[config.mk]
export PLATFORM = sky130hd
export DESIGN_NAME = axi_lite_rd_arbiter_flat
export DESIGN_NICKNAME = d
export VERILOG_FILES = /design/src/rtl/axi_lite_rd_arbiter_if.sv /design/src/rtl/axi_lite_rd_arbiter.sv /design/src/flat_wrapper.sv
export SDC_FILE = /design/constraint.sdc
export NUM_CORES = 1
export LEC_CHECK = 0
export ABC_AREA = 1
export CAP_MARGIN = 20
export CORE_UTILIZATION = 25
export DETAILED_ROUTE_END_ITERATION = 10
export GPL_TIMING_DRIVEN = 0
export PLACE_DENSITY_LB_ADDON = 0.08
export SETUP_SLACK_MARGIN = 0.4
export SYNTH_ARGS = -nofsm -noshare
export SYNTH_HDL_FRONTEND = slang
export SYNTH_SLANG_ARGS = --single-unit
[constraint.sdc]
create_clock -name clk -period 3.9 [get_ports clk]
set_input_delay 0.39 -clock clk [delete_from_list [all_inputs] [get_ports clk]]
set_output_delay 0.39 -clock clk [all_outputs]
set_load 0.01 [all_outputs]
[src/rtl/axi_lite_rd_arbiter_if.sv]
// axi_lite_rd_arbiter_if: request/response ports of both requesters plus the shared AXI-lite read port
// slave  : arbiter side (takes requests and memory returns, drives readies, responses and the memory address)
// master : environment side (requesters and memory)
interface axi_lite_rd_arbiter_if;
  logic        i_req_valid;
  logic [31:0] i_req_addr;
  logic        i_req_ready;
  logic        i_rsp_valid;
  logic [63:0] i_rsp_data;
  logic [1:0]  i_rsp_resp;
  logic        d_req_valid;
  logic [31:0] d_req_addr;
  logic        d_req_ready;
  logic        d_rsp_valid;
  logic [63:0] d_rsp_data;
  logic [1:0]  d_rsp_resp;
  logic        m_arvalid;
  logic [31:0] m_araddr;
  logic        m_arready;
  logic [63:0] m_rdata;
  logic        m_rvalid;
  logic [1:0]  m_rresp;
  modport slave (
    input  i_req_valid, i_req_addr, d_req_valid, d_req_addr, m_arready, m_rdata, m_rvalid, m_rresp,
    output i_req_ready, i_rsp_valid, i_rsp_data, i_rsp_resp,
    output d_req_ready, d_rsp_valid, d_rsp_data, d_rsp_resp,
    output m_arvalid, m_araddr
  );
  modport master (
    output i_req_valid, i_req_addr, d_req_valid, d_req_addr, m_arready, m_rdata, m_rvalid, m_rresp,
    input  i_req_ready, i_rsp_valid, i_rsp_data, i_rsp_resp,
    input  d_req_ready, d_rsp_valid, d_rsp_data, d_rsp_resp,
    input  m_arvalid, m_araddr
  );
endinterface

[src/rtl/axi_lite_rd_arbiter.sv]
// axi_lite_rd_arbiter: shares one AXI-lite read port between instruction and data requesters, with watchdog
// clk, rst_n : clock and asynchronous active-low reset
// bus        : axi_lite_rd_arbiter_if.slave (i_/d_ request+response ports, m_ memory read port)
// busy       : high whenever a transaction is in flight
// TIMEOUT    : cycles from address issue to forced SLVERR response (2..255)
// ARB_RR_EN  : when defined, ties are broken round-robin; otherwise the data port always wins
module axi_lite_rd_arbiter #(
  parameter int TIMEOUT = 64
) (
  input  logic                        clk,
  input  logic                        rst_n,
  axi_lite_rd_arbiter_if.slave        bus,
  output logic                        busy
);
  typedef enum logic [1:0] {IDLE, ADDR, RESP} state_t;
  localparam logic [7:0] LIMIT = 8'(TIMEOUT - 1);
  state_t state, state_nxt;
  logic [31:0] addr;
  logic [7:0] cnt;
  logic owner_d, grant_d, grant_i, accept, got_r, expire, done;
`ifdef ARB_RR_EN
  // Reset value means "instruction granted last", so the data port wins the first tie.
  logic last_d;
  always_ff @(posedge clk or negedge rst_n)
    if (!rst_n) last_d <= 1'b0;
    else if (accept) last_d <= grant_d;
  assign grant_d = bus.d_req_valid & (~bus.i_req_valid | ~last_d);
`else
  assign grant_d = bus.d_req_valid;
`endif
  assign grant_i = bus.i_req_valid & ~grant_d;
  assign accept = state == IDLE && (grant_i || grant_d);
  // A real read return beats the watchdog when both land on the same cycle.
  assign got_r = state == RESP && bus.m_rvalid;
  assign expire = state != IDLE && cnt == LIMIT;
  assign done = got_r | expire;
  assign bus.m_araddr = addr;
  always_comb begin
    state_nxt = state;
    bus.i_req_ready = state == IDLE && grant_i;
    bus.d_req_ready = state == IDLE && grant_d;
    bus.m_arvalid = state == ADDR;
    busy = state != IDLE;
    if (accept) state_nxt = ADDR;
    else if (done) state_nxt = IDLE;
    else if (state == ADDR && bus.m_arready) state_nxt = RESP;
  end
  always_ff @(posedge clk or negedge rst_n)
    if (!rst_n) state <= IDLE;
    else state <= state_nxt;
  always_ff @(posedge clk or negedge rst_n)
    if (!rst_n) begin
      addr <= '0;
      owner_d <= 1'b0;
      cnt <= '0;
      bus.i_rsp_valid <= 1'b0;
      bus.i_rsp_data <= '0;
      bus.i_rsp_resp <= '0;
      bus.d_rsp_valid <= 1'b0;
      bus.d_rsp_data <= '0;
      bus.d_rsp_resp <= '0;
    end else begin
      if (accept) begin
        addr <= grant_d ? bus.d_req_addr : bus.i_req_addr;
        owner_d <= grant_d;
        cnt <= '0;
      end else if (state != IDLE) cnt <= cnt + 8'd1;
      bus.i_rsp_valid <= done & ~owner_d;
      bus.d_rsp_valid <= done & owner_d;
      if (done & ~owner_d) begin
        bus.i_rsp_data <= got_r ? bus.m_rdata : '0;
        bus.i_rsp_resp <= got_r ? bus.m_rresp : 2'b10;
      end
      if (done & owner_d) begin
        bus.d_rsp_data <= got_r ? bus.m_rdata : '0;
        bus.d_rsp_resp <= got_r ? bus.m_rresp : 2'b10;
      end
    end
endmodule

[src/flat_wrapper.sv]
// flat-port wrapper written by rule: the top's interface ports become plain ports
module axi_lite_rd_arbiter_flat 
#(
  parameter int TIMEOUT = 64
)
  (clk, rst_n, busy, bus_i_req_valid, bus_i_req_addr, bus_d_req_valid, bus_d_req_addr, bus_m_arready, bus_m_rdata, bus_m_rvalid, bus_m_rresp, bus_i_req_ready, bus_i_rsp_valid, bus_i_rsp_data, bus_i_rsp_resp, bus_d_req_ready, bus_d_rsp_valid, bus_d_rsp_data, bus_d_rsp_resp, bus_m_arvalid, bus_m_araddr);
  axi_lite_rd_arbiter_if bus_i ();
  input  logic clk;
  input  logic rst_n;
  output logic busy;
  input wire logic [$bits(bus_i.i_req_valid)-1:0] bus_i_req_valid;
  input wire logic [$bits(bus_i.i_req_addr)-1:0] bus_i_req_addr;
  input wire logic [$bits(bus_i.d_req_valid)-1:0] bus_d_req_valid;
  input wire logic [$bits(bus_i.d_req_addr)-1:0] bus_d_req_addr;
  input wire logic [$bits(bus_i.m_arready)-1:0] bus_m_arready;
  input wire logic [$bits(bus_i.m_rdata)-1:0] bus_m_rdata;
  input wire logic [$bits(bus_i.m_rvalid)-1:0] bus_m_rvalid;
  input wire logic [$bits(bus_i.m_rresp)-1:0] bus_m_rresp;
  output wire logic [$bits(bus_i.i_req_ready)-1:0] bus_i_req_ready;
  output wire logic [$bits(bus_i.i_rsp_valid)-1:0] bus_i_rsp_valid;
  output wire logic [$bits(bus_i.i_rsp_data)-1:0] bus_i_rsp_data;
  output wire logic [$bits(bus_i.i_rsp_resp)-1:0] bus_i_rsp_resp;
  output wire logic [$bits(bus_i.d_req_ready)-1:0] bus_d_req_ready;
  output wire logic [$bits(bus_i.d_rsp_valid)-1:0] bus_d_rsp_valid;
  output wire logic [$bits(bus_i.d_rsp_data)-1:0] bus_d_rsp_data;
  output wire logic [$bits(bus_i.d_rsp_resp)-1:0] bus_d_rsp_resp;
  output wire logic [$bits(bus_i.m_arvalid)-1:0] bus_m_arvalid;
  output wire logic [$bits(bus_i.m_araddr)-1:0] bus_m_araddr;
  assign bus_i.i_req_valid = bus_i_req_valid;
  assign bus_i.i_req_addr = bus_i_req_addr;
  assign bus_i.d_req_valid = bus_d_req_valid;
  assign bus_i.d_req_addr = bus_d_req_addr;
  assign bus_i.m_arready = bus_m_arready;
  assign bus_i.m_rdata = bus_m_rdata;
  assign bus_i.m_rvalid = bus_m_rvalid;
  assign bus_i.m_rresp = bus_m_rresp;
  assign bus_i_req_ready = bus_i.i_req_ready;
  assign bus_i_rsp_valid = bus_i.i_rsp_valid;
  assign bus_i_rsp_data = bus_i.i_rsp_data;
  assign bus_i_rsp_resp = bus_i.i_rsp_resp;
  assign bus_d_req_ready = bus_i.d_req_ready;
  assign bus_d_rsp_valid = bus_i.d_rsp_valid;
  assign bus_d_rsp_data = bus_i.d_rsp_data;
  assign bus_d_rsp_resp = bus_i.d_rsp_resp;
  assign bus_m_arvalid = bus_i.m_arvalid;
  assign bus_m_araddr = bus_i.m_araddr;
  axi_lite_rd_arbiter #(.TIMEOUT(TIMEOUT)) u_core (.clk(clk), .rst_n(rst_n), .bus(bus_i), .busy(busy));
endmodule
==> impl_metrics.tcl, run 1 <==
set metrics [dict create \
    status "finished clean" \
    synth_most_common_cell "nand2_1" \
    viasPerCell 4.14 \
    cts_root_buf "clkbuf_16" \
    intPower_mw 5.50 \
    async_flop_share 1.00 \
    drive_gt1_frac 0.0505 \
    fmax_mhz 419 \
    powerDensity_nw_per_um2 754 \
    power.leakage_nw 5.79 \
    dieArea_sq_um 30900 \
    crit_fanout 10 \
    final_hold_viol_count 0 \
    fin_tns_setup_ns 0 \
    startpoint "bus_d_req_valid" \
    first_iter_violations 335 \
    cts_buffers 17 \
    placed_area_sq_um 11100 \
    post_cts_resized 0 \
    switching_share 0.377 \
    synth-edff-count 0 \
    hp-class "in2reg" \
    fin_nets 1413 \
    die_h_microns 176 \
    rows 63 \
    slew_viol_final 0 \
    clkPwrFrac 0.192 \
    fin_ws_ns 1.51 \
    p_seq_frac 0.354 \
    wire_per_inst_microns 14.8 \
    grt_max_degree 98 \
    diodes 0 \
    ys_seq_area_frac 0.587 \
    yosys-top-cells-count "479 x nand2_1, 177 x dfrtp_1, 108 x nor2_1, 76 x inv_1, 32 x a31oi_1" \
    worst_pin_slew_ns 0.697 \
    path_class "in2out" \
    place_congestion 0.757 \
    antenna_found_initial 2 \
    grt_pass1_wl_microns 39400 \
    drc 0 \
    period_minus_slack_ns 2.39 \
    synth.avg_cell_area_sq_um 7.94 \
    relSlewSlack 0.535 \
    syn_nets 1088 \
    syn_inst 951 \
    timing.rr.start "u_core.owner_d" \
    start_kind "primary input" \
    yosysUniqueCellTypes 20 \
    clk_pin_slew_ns 0.08 \
    dpl.hpwl_microns 17800 \
    cts_tree "done" \
    maxCapViolCount 0 \
    clkSinkCount 177 \
    cp.required_ns 3.51 \
    die-width_microns 176 \
    rsz0062_at_grt "false" \
    synth_warnings 0 \
    portBuffers 304 \
    arrival_ns 2.00 \
    cp-end-kind "output port" \
    ir_worst_vdd_mv 0.248 \
    fin_total_pwr_mw 8.82 \
    area_delta_synth_final_pct 54.9 \
    fin_crit_sh 0.612 \
    clockBufferDepth 2 \
    yosys.area.top_type "dfrtp_1" \
    synth-seq-cells 177 \
    dr.pass1.iters 4 \
    fillers 3152 \
    first_global_vias 7059 \
    routed_wl_microns 24800 \
    core_sq_um 29600 \
    setup_viol 0 \
    hold_start "bus_d_req_valid" \
    clk-insertion-delay-late_ns 0.43 \
    synth_area_sq_um 7550 \
    yosysTopAreaCellShare 0.587 \
    fin_area_sq_um 11700 \
    power.switching_mw 3.33 \
    num_vias 6953 \
    grt_remaining_overflow 0 \
    cts_htree_levels 4 \
    ioPinCount 306 \
    grt_use_total 0.164 \
    post-place-ws_ns 1.48 \
    initial_core_util 0.255 \
    ant_nets 0 \
    synth_area_leaders "dfrtp_1 59%, nand2_1 24%, nor2_1 5.4%, inv_1 3.8%, a31oi_1 2.7%" \
    combPwrFrac 0.454 \
    synth_ff_type "dfrtp_1" \
    clock_skew_ns 0.0215 \
]
## logic make-up after synthesis
family	synth area share
compound gates	0.0368
buf+inv	0.0734
simple gates	0.301
fa+ha+maj	0.00166
flops	0.587
## flip-flops by register name, summed over array words and instances (netlist names)
register                cells
u_core.bus.d_rsp_valid      1
u_core.bus.i_rsp_data      64
u_core.bus.m_araddr        32
u_core.cnt                  8
u_core.owner_d              1
u_core.bus.d_rsp_resp       2
u_core.bus.i_rsp_valid      1
u_core.bus.i_rsp_resp       2
u_core.bus.d_rsp_data      64
u_core.state                2
## stage by stage
stage	util	hold slack (ns)	cells
5_1_grt	0.395	0.313	1678
4_1_cts	0.395	0.279	1678
3_5_place_dp	0.375	0.449	1646
2_1_floorplan	-	0.0944	951
6_report	0.395	0.297	1678
3_3_place_gp	0.374	0.453	1645
## area by class of cell
cell class	count	area [sq um]	area share
Tap cell	390	488	0.0417
Buffer	49	262	0.0224
Multi-Input combinational cell	647	2560	0.219
Clock inverter	14	148	0.0126
Inverter	78	293	0.0250
Sequential cell	177	4430	0.379
Timing Repair Buffer	306	3090	0.264
Clock buffer	17	425	0.0364
## per-layer routing
metal	part of all wire	GRT usage	vias to the layer above
met5	0.00093	0	-
met4	0.010	0.0366	4
met3	0.086	0.0645	19
met2	0.44	0.254	202
met1	0.47	0.216	3216
li1	-	-	3512
## worst paths after layout
kind,endpoint,cells after the start,slack [ns]
hold reg to reg,u_core.bus.d_rsp_data[0],2,0.47
hold / removal,u_core.bus.m_araddr[4],3,0.30
setup reg to reg,u_core.bus.i_rsp_data[26],5,2.10
min in group asynchronous,u_core.bus.i_rsp_data[54],2,0.53
max in group asynchronous,u_core.bus.d_rsp_data[4],3,2.43
setup / recovery,bus_i_req_ready,6,1.51
## power groups by stage
stage / clock (mW) / sequential (mW) / combinational (mW)
global placement: 0 / 3.14 / 4.10
finish: 1.70 / 3.12 / 4.01
detailed placement: 0 / 3.14 / 4.10
CTS: 1.77 / 3.13 / 4.11
floorplan: 0 / 3.48 / 1.35
global route: 1.84 / 3.23 / 4.46
## worst max-delay path, stage by stage
cell and delay (ns):
buf_2 0.16, clkinv_1 0.16, clkbuf_1 0.46, nand2_1 0.10, nor2_1 0.12, clkdlybuf4s50_1 0.61
## repair_timing
item | CTS | global route
hold buffers | 1 | 0
endpoints found under the hold margin | 43 | 0
setup buffers | 0 | 0
## cell usage in the layout (no fill, tap or decap), types with 4 or more instances in the layout
cell,synthesis,final
clkinv_4,0,4
inv_8,0,5
nand2_1,479,479
nand3_1,8,8
inv_1,76,76
buf_4,5,5
clkbuf_1,22,22
nor2_1,108,108
clkbuf_16,0,17
buf_6,5,5
buf_2,17,17
clkdlybuf4s50_1,0,303
o21ai_0,12,12
a31oi_1,32,32
dfrtp_1,177,177
No activity file was read; power rests on OpenSTA's default activity.
==> run 2, diff against run 1 <==
==> constraint.sdc (replaced) <==
create_clock -name clk -period 2.33 [get_ports clk]
set_input_delay 0.233 -clock clk [delete_from_list [all_inputs] [get_ports clk]]
set_output_delay 0.233 -clock clk [all_outputs]
set_load 0.01 [all_outputs]
==> impl_metrics.tcl, run 2 (same netlist as run 1, synthesis figures left out) <==
set metrics [dict create \
    dr.pass1.iters 4 \
    viasPerCell 4.13 \
    startpoint "u_core.state[0]" \
    power.leakage_nw 5.81 \
    grt_remaining_overflow 0 \
    cts_buffers 17 \
    portBuffers 304 \
    routed_wl_microns 24700 \
    clock_skew_ns 0.0213 \
    power.switching_mw 5.57 \
    r2r_setup_slack_ns 0.60 \
    fin_nets 1415 \
    cts_tree "done" \
    ant_nets 0 \
    grt_use_total 0.164 \
    slowest_stage "dfrtp_1" \
    dieArea_sq_um 30900 \
    clockBufferDepth 2 \
    clkSinkCount 177 \
    slew_viol_final 0 \
    setup_viol 0 \
    crit_buf_inv 2 \
    ir_worst_vdd_mv 0.422 \
    antenna_found_initial 2 \
    cts_root_buf "clkbuf_16" \
    initial_core_util 0.255 \
    diodes 0 \
    num_vias 6945 \
    cp_slowest_stage_delay_ns 0.43 \
    clkPwrFrac 0.192 \
    powerDensity_nw_per_um2 1260 \
    combPwrFrac 0.455 \
    final_cell_mix "479 x nand2_1, 299 x clkdlybuf4s50_1, 177 x dfrtp_1, 108 x nor2_1, 76 x inv_1" \
    fin_total_pwr_mw 14.8 \
    drc 0 \
    critPathTopFamily "buffers and inverters" \
    wire_per_inst_microns 14.7 \
    drive_gt1_frac 0.0543 \
    cts_htree_levels 4 \
    maxCapViolCount 0 \
    core_sq_um 29600 \
    clk-insertion-delay-late_ns 0.43 \
    crit_fanout 10 \
    clk_pin_slew_ns 0.08 \
    r2r-end "u_core.bus.i_rsp_data[54]" \
    crit_path_cell_trace "nor2_4, inv_2, nor2_1, dlygate4sd2_1" \
    first_iter_violations 324 \
    rsz0062_at_grt "false" \
    r2r_cells 10 \
    switching_share 0.377 \
    status "finished clean" \
    area_delta_synth_final_pct 55.1 \
    rows 63 \
    grt_pass1_wl_microns 39400 \
    final_common_cell "nand2_1" \
    start_kind "flop" \
    cp-end-kind "output port" \
    p_seq_frac 0.353 \
    die_h_microns 176 \
    first_global_vias 7059 \
    fmax_mhz 549 \
    cp.depth 4 \
    intPower_mw 9.21 \
    relSlewSlack 0.534 \
    worst_pin_slew_ns 0.699 \
    final_hold_viol_count 0 \
    timing.rr.start "u_core.cnt[1]" \
    hold-worst-slack_ns 0.141 \
    path_class "reg2out" \
    fin_crit_sh 0.781 \
    die-width_microns 176 \
    crit_end "bus_i_req_ready" \
    place_congestion 0.757 \
    cp.required_ns 2.10 \
    period_minus_slack_ns 1.82 \
    hp-class "in2reg" \
    arrival_ns 1.59 \
    ioPinCount 306 \
    grt_max_degree 98 \
    dpl.hpwl_microns 17800 \
]
-- run 2: worst min path at each step --
| stage | depth (start not counted) | to | slack (ns) | startpoint |
|---|---|---|---|---|
| global placement | 2 | u_core.bus.i_rsp_data[61] | 0.45 | u_core.bus.i_rsp_data[61] |
| floorplan | 0 | u_core.bus.d_rsp_data[0] | -0.06 | rst_n |
| finish | 3 | u_core.bus.m_araddr[4] | 0.14 | bus_d_req_valid |
| detailed placement | 1 | u_core.bus.d_rsp_data[52] | 0.29 | rst_n |
| CTS | 3 | u_core.bus.m_araddr[4] | 0.12 | bus_d_req_valid |
| global route | 3 | u_core.bus.m_araddr[29] | 0.16 | bus_d_req_valid |
-- run 2: what timing repair did --
item	CTS	global route
gates resized for setup	4	6
buffers inserted	0	2
endpoints found under the hold margin	80	0
setup endpoints to repair	4	22
hold buffers	1	0
pin swaps	0	1
-- run 2: per-stage QoR --
stage | cells | utilization | setup TNS [ns] | area (sq um) | worst slack, ns
5_1_grt | 1680 | 0.395 | 0 | 11700 | 0.410
4_1_cts | 1678 | 0.394 | 0 | 11700 | 0.447
2_1_floorplan | 951 | - | 0 | 7550 | 0.853
3_5_place_dp | 1646 | 0.375 | 0 | 11100 | 0.228
6_report | 1680 | 0.395 | 0 | 11700 | 0.509
3_3_place_gp | 1645 | 0.374 | -1294.71 | 11100 | -7.34
-- run 2: metal layers --
| metal | vias to the layer above | global-route usage | wire length (microns) |
|---|---|---|---|
| met1 | 3205 | 0.216 | 11500 |
| met4 | 4 | 0.0366 | 248 |
| li1 | 3518 | - | - |
| met3 | 19 | 0.0645 | 2130 |
| met5 | - | 0 | 23 |
| met2 | 199 | 0.254 | 10800 |
-- run 2: power by group through the flow --
stage          Combinational (mW)  Clock, mW  Sequential, mW
3_3_place_gp                 6.86          0            5.25
5_1_grt                      7.47       3.08            5.40
2_1_floorplan                2.27          0            5.82
3_5_place_dp                 6.86          0            5.26
4_1_cts                      6.86       2.96            5.24
6_report                     6.72       2.84            5.22
-- run 2: layout make-up --
type | instances | area [sq um]
Buffer | 49 | 264
Clock buffer | 17 | 425
Timing Repair Buffer | 308 | 3090
Inverter | 78 | 293
Clock inverter | 14 | 148
Tap cell | 390 | 488
Fill cell | 3153 | 17900
Multi-Input combinational cell | 647 | 2560
Sequential cell | 177 | 4430
-- run 2: worst reg2reg max path, cell delays in order (launching register included) --
cell,delay (ns)
dfrtp_1,0.37
ha_1,0.17
nand2_1,0.10
nor2_1,0.16
nand2_1,0.08
nand2_2,0.13
nand2_1,0.14
buf_4,0.22
buf_6,0.16
nand2_1,0.06
nand2_1,0.05
